`src/rtl/muldiv_unit.sv`:
```
// Iterative multiply/divide unit owning HI/LO: radix-2 shift-add multiply and
// restoring divide share one adder; start/busy/done handshake plus MTHI/MTLO.
module muldiv_unit #(
    parameter int WIDTH = 32
) (
    input  logic             clk,
    input  logic             rst_n,
    input  logic             start,
    input  logic [1:0]       op,
    input  logic [WIDTH-1:0] src_a,
    input  logic [WIDTH-1:0] src_b,
    input  logic             mthi,
    input  logic             mtlo,
    output logic             busy,
    output logic             done,
    output logic             div_by_zero,
    output logic [WIDTH-1:0] hi,
    output logic [WIDTH-1:0] lo
);
    localparam int CNT_W = $clog2(WIDTH + 1);

    typedef enum logic [1:0] {
        S_IDLE,
        S_RUN,
        S_FIX
    } state_t;

    state_t             state_q;
    logic [CNT_W-1:0]   cnt_q;
    logic               busy_q;
    logic               done_q;
    logic               dbz_q;
    logic [WIDTH-1:0]   hi_q;
    logic [WIDTH-1:0]   lo_q;

    logic               is_div_q;
    logic               neg_q;
    logic               rneg_q;
    logic [WIDTH-1:0]   opnd_q;
    logic [WIDTH-1:0]   acc_q;
    logic [WIDTH-1:0]   mq_q;

    logic               sgn_op;
    logic               sa;
    logic               sb;
    logic [WIDTH-1:0]   a_mag;
    logic [WIDTH-1:0]   b_mag;
    logic               div_zero;

    logic [WIDTH:0]     left;
    logic [WIDTH:0]     addend;
    logic               cin;
    logic [WIDTH+1:0]   sum;
    logic               ge;
    logic [WIDTH-1:0]   acc_d;
    logic [WIDTH-1:0]   mq_d;

    logic [2*WIDTH-1:0] prod_fix;
    logic [WIDTH-1:0]   hi_d;
    logic [WIDTH-1:0]   lo_d;

    function automatic logic [WIDTH-1:0] cond_neg(input logic [WIDTH-1:0] x, input logic n);
        return n ? (~x + WIDTH'(1)) : x;
    endfunction

    function automatic logic [2*WIDTH-1:0] cond_neg2(input logic [2*WIDTH-1:0] x, input logic n);
        return n ? (~x + (2*WIDTH)'(1)) : x;
    endfunction

    // Operand conditioning: op[0]=0 selects the signed variants
    assign sgn_op   = ~op[0];
    assign sa       = sgn_op & src_a[WIDTH-1];
    assign sb       = sgn_op & src_b[WIDTH-1];
    assign a_mag    = cond_neg(src_a, sa);
    assign b_mag    = cond_neg(src_b, sb);
    assign div_zero = is_div_q && (opnd_q == '0);

    // Shared adder: add multiplicand for mult, subtract divisor for div
    always_comb begin
        if (is_div_q) begin
            left   = {acc_q, mq_q[WIDTH-1]};
            addend = ~{1'b0, opnd_q};
            cin    = 1'b1;
        end else begin
            left   = {1'b0, acc_q};
            addend = mq_q[0] ? {1'b0, opnd_q} : '0;
            cin    = 1'b0;
        end
        sum = {1'b0, left} + {1'b0, addend} + (WIDTH+2)'(cin);
        ge  = sum[WIDTH+1];
        if (is_div_q) begin
            acc_d = ge ? sum[WIDTH-1:0] : left[WIDTH-1:0];
            mq_d  = {mq_q[WIDTH-2:0], ge};
        end else begin
            acc_d = sum[WIDTH:1];
            mq_d  = {sum[0], mq_q[WIDTH-1:1]};
        end
    end

    always_comb begin
        prod_fix = cond_neg2({acc_q, mq_q}, neg_q);
        hi_d     = prod_fix[2*WIDTH-1:WIDTH];
        lo_d     = prod_fix[WIDTH-1:0];
        if (is_div_q) begin
            if (div_zero) begin
                // mq still holds |dividend|; re-signing recovers raw src_a
                hi_d = cond_neg(mq_q, rneg_q);
                lo_d = '1;
            end else begin
                hi_d = cond_neg(acc_q, rneg_q);
                lo_d = cond_neg(mq_q, neg_q);
            end
        end
    end

    always_ff @(posedge clk) begin
        if (state_q == S_IDLE && start) begin
            is_div_q <= op[1];
            neg_q    <= sa ^ sb;
            rneg_q   <= sa;
            opnd_q   <= op[1] ? b_mag : a_mag;
            mq_q     <= op[1] ? a_mag : b_mag;
            acc_q    <= '0;
        end else if (state_q == S_RUN && !div_zero) begin
            acc_q <= acc_d;
            mq_q  <= mq_d;
        end
    end

    always_ff @(posedge clk or negedge rst_n) begin
        if (!rst_n) begin
            state_q <= S_IDLE;
            cnt_q   <= '0;
            busy_q  <= 1'b0;
            done_q  <= 1'b0;
            dbz_q   <= 1'b0;
            hi_q    <= '0;
            lo_q    <= '0;
        end else begin
            done_q <= 1'b0;
            unique case (state_q)
                S_IDLE: begin
                    if (start) begin
                        state_q <= S_RUN;
                        cnt_q   <= CNT_W'(WIDTH);
                        busy_q  <= 1'b1;
                    end else begin
                        if (mthi) hi_q <= src_a;
                        if (mtlo) lo_q <= src_a;
                    end
                end
                S_RUN: begin
                    if (div_zero) begin
                        state_q <= S_FIX;
                        cnt_q   <= '0;
                    end else begin
                        cnt_q <= cnt_q - CNT_W'(1);
                        if (cnt_q == CNT_W'(1)) state_q <= S_FIX;
                    end
                end
                S_FIX: begin
                    state_q <= S_IDLE;
                    busy_q  <= 1'b0;
                    done_q  <= 1'b1;
                    hi_q    <= hi_d;
                    lo_q    <= lo_d;
                    if (is_div_q) dbz_q <= div_zero;
                end
                default: state_q <= S_IDLE;
            endcase
        end
    end

    assign busy        = busy_q;
    assign done        = done_q;
    assign div_by_zero = dbz_q;
    assign hi          = hi_q;
    assign lo          = lo_q;

endmodule

```
`config.mk`:
```
export PLATFORM = sky130hd
export DESIGN_NAME = muldiv_unit
export DESIGN_NICKNAME = d
export VERILOG_FILES = /design/src/rtl/muldiv_unit.sv
export SDC_FILE = /design/constraint.sdc
export NUM_CORES = 1
export LEC_CHECK = 0
export BUFFER_PORTS_ARGS = -buffer_cell sky130_fd_sc_hd__buf_2
export CORE_MARGIN = 2
export CORE_UTILIZATION = 30
export CTS_BUF_LIST = sky130_fd_sc_hd__clkbuf_8
export CTS_CLUSTER_SIZE = 40
export DETAILED_ROUTE_END_ITERATION = 6
export MAX_ROUTING_LAYER = met4
export SLEW_MARGIN = 10
export SYNTH_ARGS = -nofsm -noshare
export SYNTH_HDL_FRONTEND = slang
export SYNTH_SLANG_ARGS = --single-unit
export TNS_END_PERCENT = 100
```
`constraint.sdc`:
```
create_clock -name clk -period 5.2 [get_ports clk]
set_clock_uncertainty 0.1 [all_clocks]
set_input_delay 0.52 -clock clk [delete_from_list [all_inputs] [get_ports clk]]
set_output_delay 0.52 -clock clk [all_outputs]
set_load 0.02 [all_outputs]
```
==> results.rst <==
.. list-table::
   :header-rows: 1

   * - Metric
     - Value
   * - CTS resizes
     - 0
   * - Distinct cell type count of the synthesized netlist
     - 73
   * - Final-report max-slew violation count
     - 0
   * - Area share of the largest cell type after synthesis
     - 13.6%
   * - Antenna diode count
     - 0
   * - Synth-to-layout area growth
     - 10.1%
   * - Top cells by area, synth
     - sky130_fd_sc_hd__edfxtp_1 (14%), sky130_fd_sc_hd__dfrtp_1 (13%), sky130_fd_sc_hd__o21ai_0 (7.2%), sky130_fd_sc_hd__xnor2_1 (7.2%), sky130_fd_sc_hd__nand2_1 (6.6%)
   * - Worst Setup EP
     - acc_q[29]
   * - Count of nets left with antenna violations after detail routing
     - 0
   * - Utilization after layout
     - approximately a third
   * - Routability-driven placement congestion ratio
     - roughly 0.98
   * - Worst endpoint data arrival time
     - around 5000 ps
   * - Global route overflow
     - 0
   * - Headroom to the max-slew limit
     - between 10% and 20%
   * - Min-delay worst type
     - in2async
   * - Slew @ Worst Pin
     - 1210 ps
   * - Most frequent standard cell in the layout excluding fill and tap cells
     - sky130_fd_sc_hd__nand2_1
   * - Cell count after synthesis
     - around 1900
   * - Fraction of layout instances using a drive strength above 1
     - about 14%
   * - Drt pass-1 iters
     - 5
   * - Core Footprint
     - around 0.049 mm²
   * - Post-synthesis cell area
     - 0.0148 mm²
   * - Die height
     - 226 µm
   * - TritonCTS clock tree
     - done
   * - Largest vdd supply drop
     - between 0.15 and 0.2 mV
   * - Number of synthesized flops with an enable pin
     - 67
   * - Crit path setup slack, layout
     - between 500 and 600 ps
   * - Setup total negative slack
     - 0 ps
   * - Cell accounting for the most synthesized area
     - sky130_fd_sc_hd__edfxtp_1
   * - Startpoint types
     - register
   * - Endpoints failing hold
     - 0
   * - Routed WL per cell
     - approximately 22 µm
   * - Max Fanout on Critical Path
     - 33
   * - Number of antenna violations at the first check in global routing
     - 0
   * - Detailed Route WL
     - around 55 mm
   * - Cell with the largest stage delay on the worst path
     - sky130_fd_sc_hd__a2111oi_0
   * - Die width
     - between 200 and 250 µm
   * - Leakage
     - 6.36 nW
   * - Avg Cell Area, Syn
     - 7.92 µm²
   * - Overall fraction of global-route tracks in use
     - between 20% and 30%
   * - Net Count, Synth
     - around 2000
   * - Clock-pin slew on the worst setup and hold paths
     - about 110 ps
   * - Highest-count cells in the layout ignoring fill and taps
     - sky130_fd_sc_hd__nand2_1 (261), sky130_fd_sc_hd__o21ai_0 (213), sky130_fd_sc_hd__a21oi_1 (146), sky130_fd_sc_hd__buf_2 (136), sky130_fd_sc_hd__xnor2_1 (121)
   * - Overall die area
     - just over 0.05 mm²
   * - Count of endpoints failing setup in the final report
     - 0
   * - Unrepaired setup endpoints after global routing
     - no
   * - R2r worst-path depth
     - 12
   * - Clock Tree Buf Depth
     - 2
   * - Worst setup EP type
     - register
   * - Worst R2R End
     - acc_q[29]
   * - Post-route cell area
     - 0.0163 mm²
   * - Number of synthesis warnings
     - 0
   * - Number of global-route vias before repair
     - about 14000
   * - Biggest cell delay along the critical path
     - roughly 770 ps
   * - Number of flip-flops and latches in the synthesized netlist
     - ~170
   * - Min Tclk post-route
     - 4600 ps
   * - Num ports
     - about 140
   * - Portion of the clock cycle consumed by the worst path in the final layout
     - 88.5%
   * - Hold slack final
     - roughly 36 ps
   * - Max-cap violations
     - 0
   * - Critical path, cell by cell
     - buf_4 > mux2_2 > ha_1 > nand3_1 > or3_1 > a2bb2oi_1 > a2111oi_0 > a21boi_0 > nor4b_1 > a311o_1 > nand2_1 > a21oi_1
   * - Number of DRC markers after the initial detailed-route iteration
     - approximately 1700
   * - Number of clock sinks
     - ~170
   * - Number of standard-cell rows in the floorplan
     - 81
   * - Detail Placement HPWL
     - 42.3 mm
   * - Hold buffers post-CTS
     - 0
   * - Synth Flop Type
     - sky130_fd_sc_hd__dfrtp_1
   * - Placed instance area
     - roughly 0.016 mm²
   * - Residual DRC
     - 0
   * - Async set-or-reset flop fraction in the synthesized netlist
     - 43.1%
   * - Crit path from
     - is_div_q
   * - Starting density of the core
     - a little under a third
   * - Post-synthesis sequential area ratio
     - ~31%
   * - Total Nets Final
     - 1992
   * - DR vias/cell
     - 5.71
   * - FF-to-FF Start
     - is_div_q
   * - H-Tree Level Count
     - 4
   * - Max Freq
     - 217 MHz
   * - Largest net degree at the start of global routing
     - 76
   * - Type of the worst setup path
     - reg2reg
   * - Power density over cell area
     - between 150 and 200 mW/mm²
   * - Number of buffers created by CTS
     - 17
   * - First-pass GRT wire length
     - 83.2 mm
   * - Source-to-sink clock delay at the later pin of the worst-skew pair
     - between 500 and 600 ps
   * - Root buffer cell
     - sky130_fd_sc_hd__clkbuf_8
   * - Worst endpoint required time
     - approximately 5600 ps
   * - Setup slack of the worst register-to-register path
     - between 500 and 600 ps
   * - Placement Setup Slack
     - between 600 and 700 ps
   * - Input/output buffers
     - 137
   * - Vias post-DR
     - between 10000 and 15000
   * - Post-CTS setup buffer count
     - 0
   * - Status
     - complete, no violations
==> routing by layer <==
layer,share of wire [%],GRT usage (%),vias to the layer above
met4,2.7,6.43,0
met3,8.0,4.54,89
met5,0,-,-
met2,46,33.9,652
met1,43,29.2,7088
li1,-,-,6775
==> Yosys cell counts, types with 13 or more instances <==
| library cell | n |
|---|---|
| sky130_fd_sc_hd__nor2_1 | 111 |
| sky130_fd_sc_hd__nand2_1 | 261 |
| sky130_fd_sc_hd__a21o_1 | 17 |
| sky130_fd_sc_hd__o21ai_0 | 213 |
| sky130_fd_sc_hd__edfxtp_1 | 67 |
| sky130_fd_sc_hd__nor4_1 | 18 |
| sky130_fd_sc_hd__dfrtp_1 | 75 |
| sky130_fd_sc_hd__xnor2_1 | 121 |
| sky130_fd_sc_hd__xor2_1 | 82 |
| sky130_fd_sc_hd__dfxtp_1 | 32 |
| sky130_fd_sc_hd__a221oi_1 | 37 |
| sky130_fd_sc_hd__nor3_1 | 38 |
| sky130_fd_sc_hd__mux2i_1 | 59 |
| sky130_fd_sc_hd__or3_1 | 28 |
| sky130_fd_sc_hd__buf_1 | 14 |
| sky130_fd_sc_hd__nand4_1 | 13 |
| sky130_fd_sc_hd__nand3_1 | 30 |
| sky130_fd_sc_hd__or4_1 | 16 |
| sky130_fd_sc_hd__mux2_2 | 32 |
| sky130_fd_sc_hd__nor2b_1 | 15 |
| sky130_fd_sc_hd__o211ai_1 | 20 |
| sky130_fd_sc_hd__a211oi_1 | 15 |
| sky130_fd_sc_hd__a21oi_1 | 146 |
| sky130_fd_sc_hd__ha_1 | 37 |
| sky130_fd_sc_hd__clkbuf_1 | 140 |
| sky130_fd_sc_hd__o22ai_1 | 31 |
| sky130_fd_sc_hd__o31ai_1 | 28 |
| sky130_fd_sc_hd__inv_1 | 25 |
==> flip-flops by register name, summed over array words and instances (netlist names) <==
register and count:
div_by_zero 1, state_q 2, neg_q 1, lo 32, rneg_q 1, done 1
cnt_q 6, acc_q 32, opnd_q 32, mq_q 32, busy 1, hi 32
is_div_q 1
==> worst min-delay path by stage <==
stage / depth (start not counted) / to / from
3_3_place_gp: 2 / lo[18] / lo[18]
3_5_place_dp: 2 / lo[3] / lo[3]
6_report: 1 / lo[24] / rst_n
5_1_grt: 1 / lo[24] / rst_n
2_1_floorplan: 0 / busy / rst_n
4_1_cts: 1 / cnt_q[5] / rst_n
==> logic make-up after synthesis <==
logic type	Yosys count	synth area share, %
xor gates and xnor gates	203	12.0
DFF	174	30.7
AOI/OAI and AO/OA	587	24.1
muxes	92	6.59
buffers and inverters	186	4.83
and+or+nand+nor	584	18.4
adders and majority gates	39	3.40
==> power by group <==
group          leakage, nW  switching, mW  internal, mW
registers             1.79        0.00281          1.43
logic                 4.37          0.203        0.0885
clock network        0.201          0.617         0.405
==> metrics by stage <==
stage                     power, mW  cells
after floorplan                1.59   1865
after global placement         1.74   2527
after detailed placement       1.74   2527
after CTS                      2.75   2559
after global routing           2.82   2559
final                          2.74   2559
==> critical path, delay by kind of cell, from the launching register on <==
kind	cells	cell delay [ps]
AO/OA/AOI/OAI	5	1680
AND/OR/NAND/NOR	4	950
flip-flops	1	560
buffers and inverters	1	450
multiplexers	1	400
adder cells (fa/ha/maj)	1	400
==> layout make-up <==
cell class,instances,area (µm²)
tap,664,831
timing repair buffer,159,853
inverter,25,93.8
clock buffer,17,234
sequential,174,4530
fill,5153,32500
clock inverter,15,173
multi-input combinational,1505,9550
Note: power is estimated with default switching activity, not from simulation.
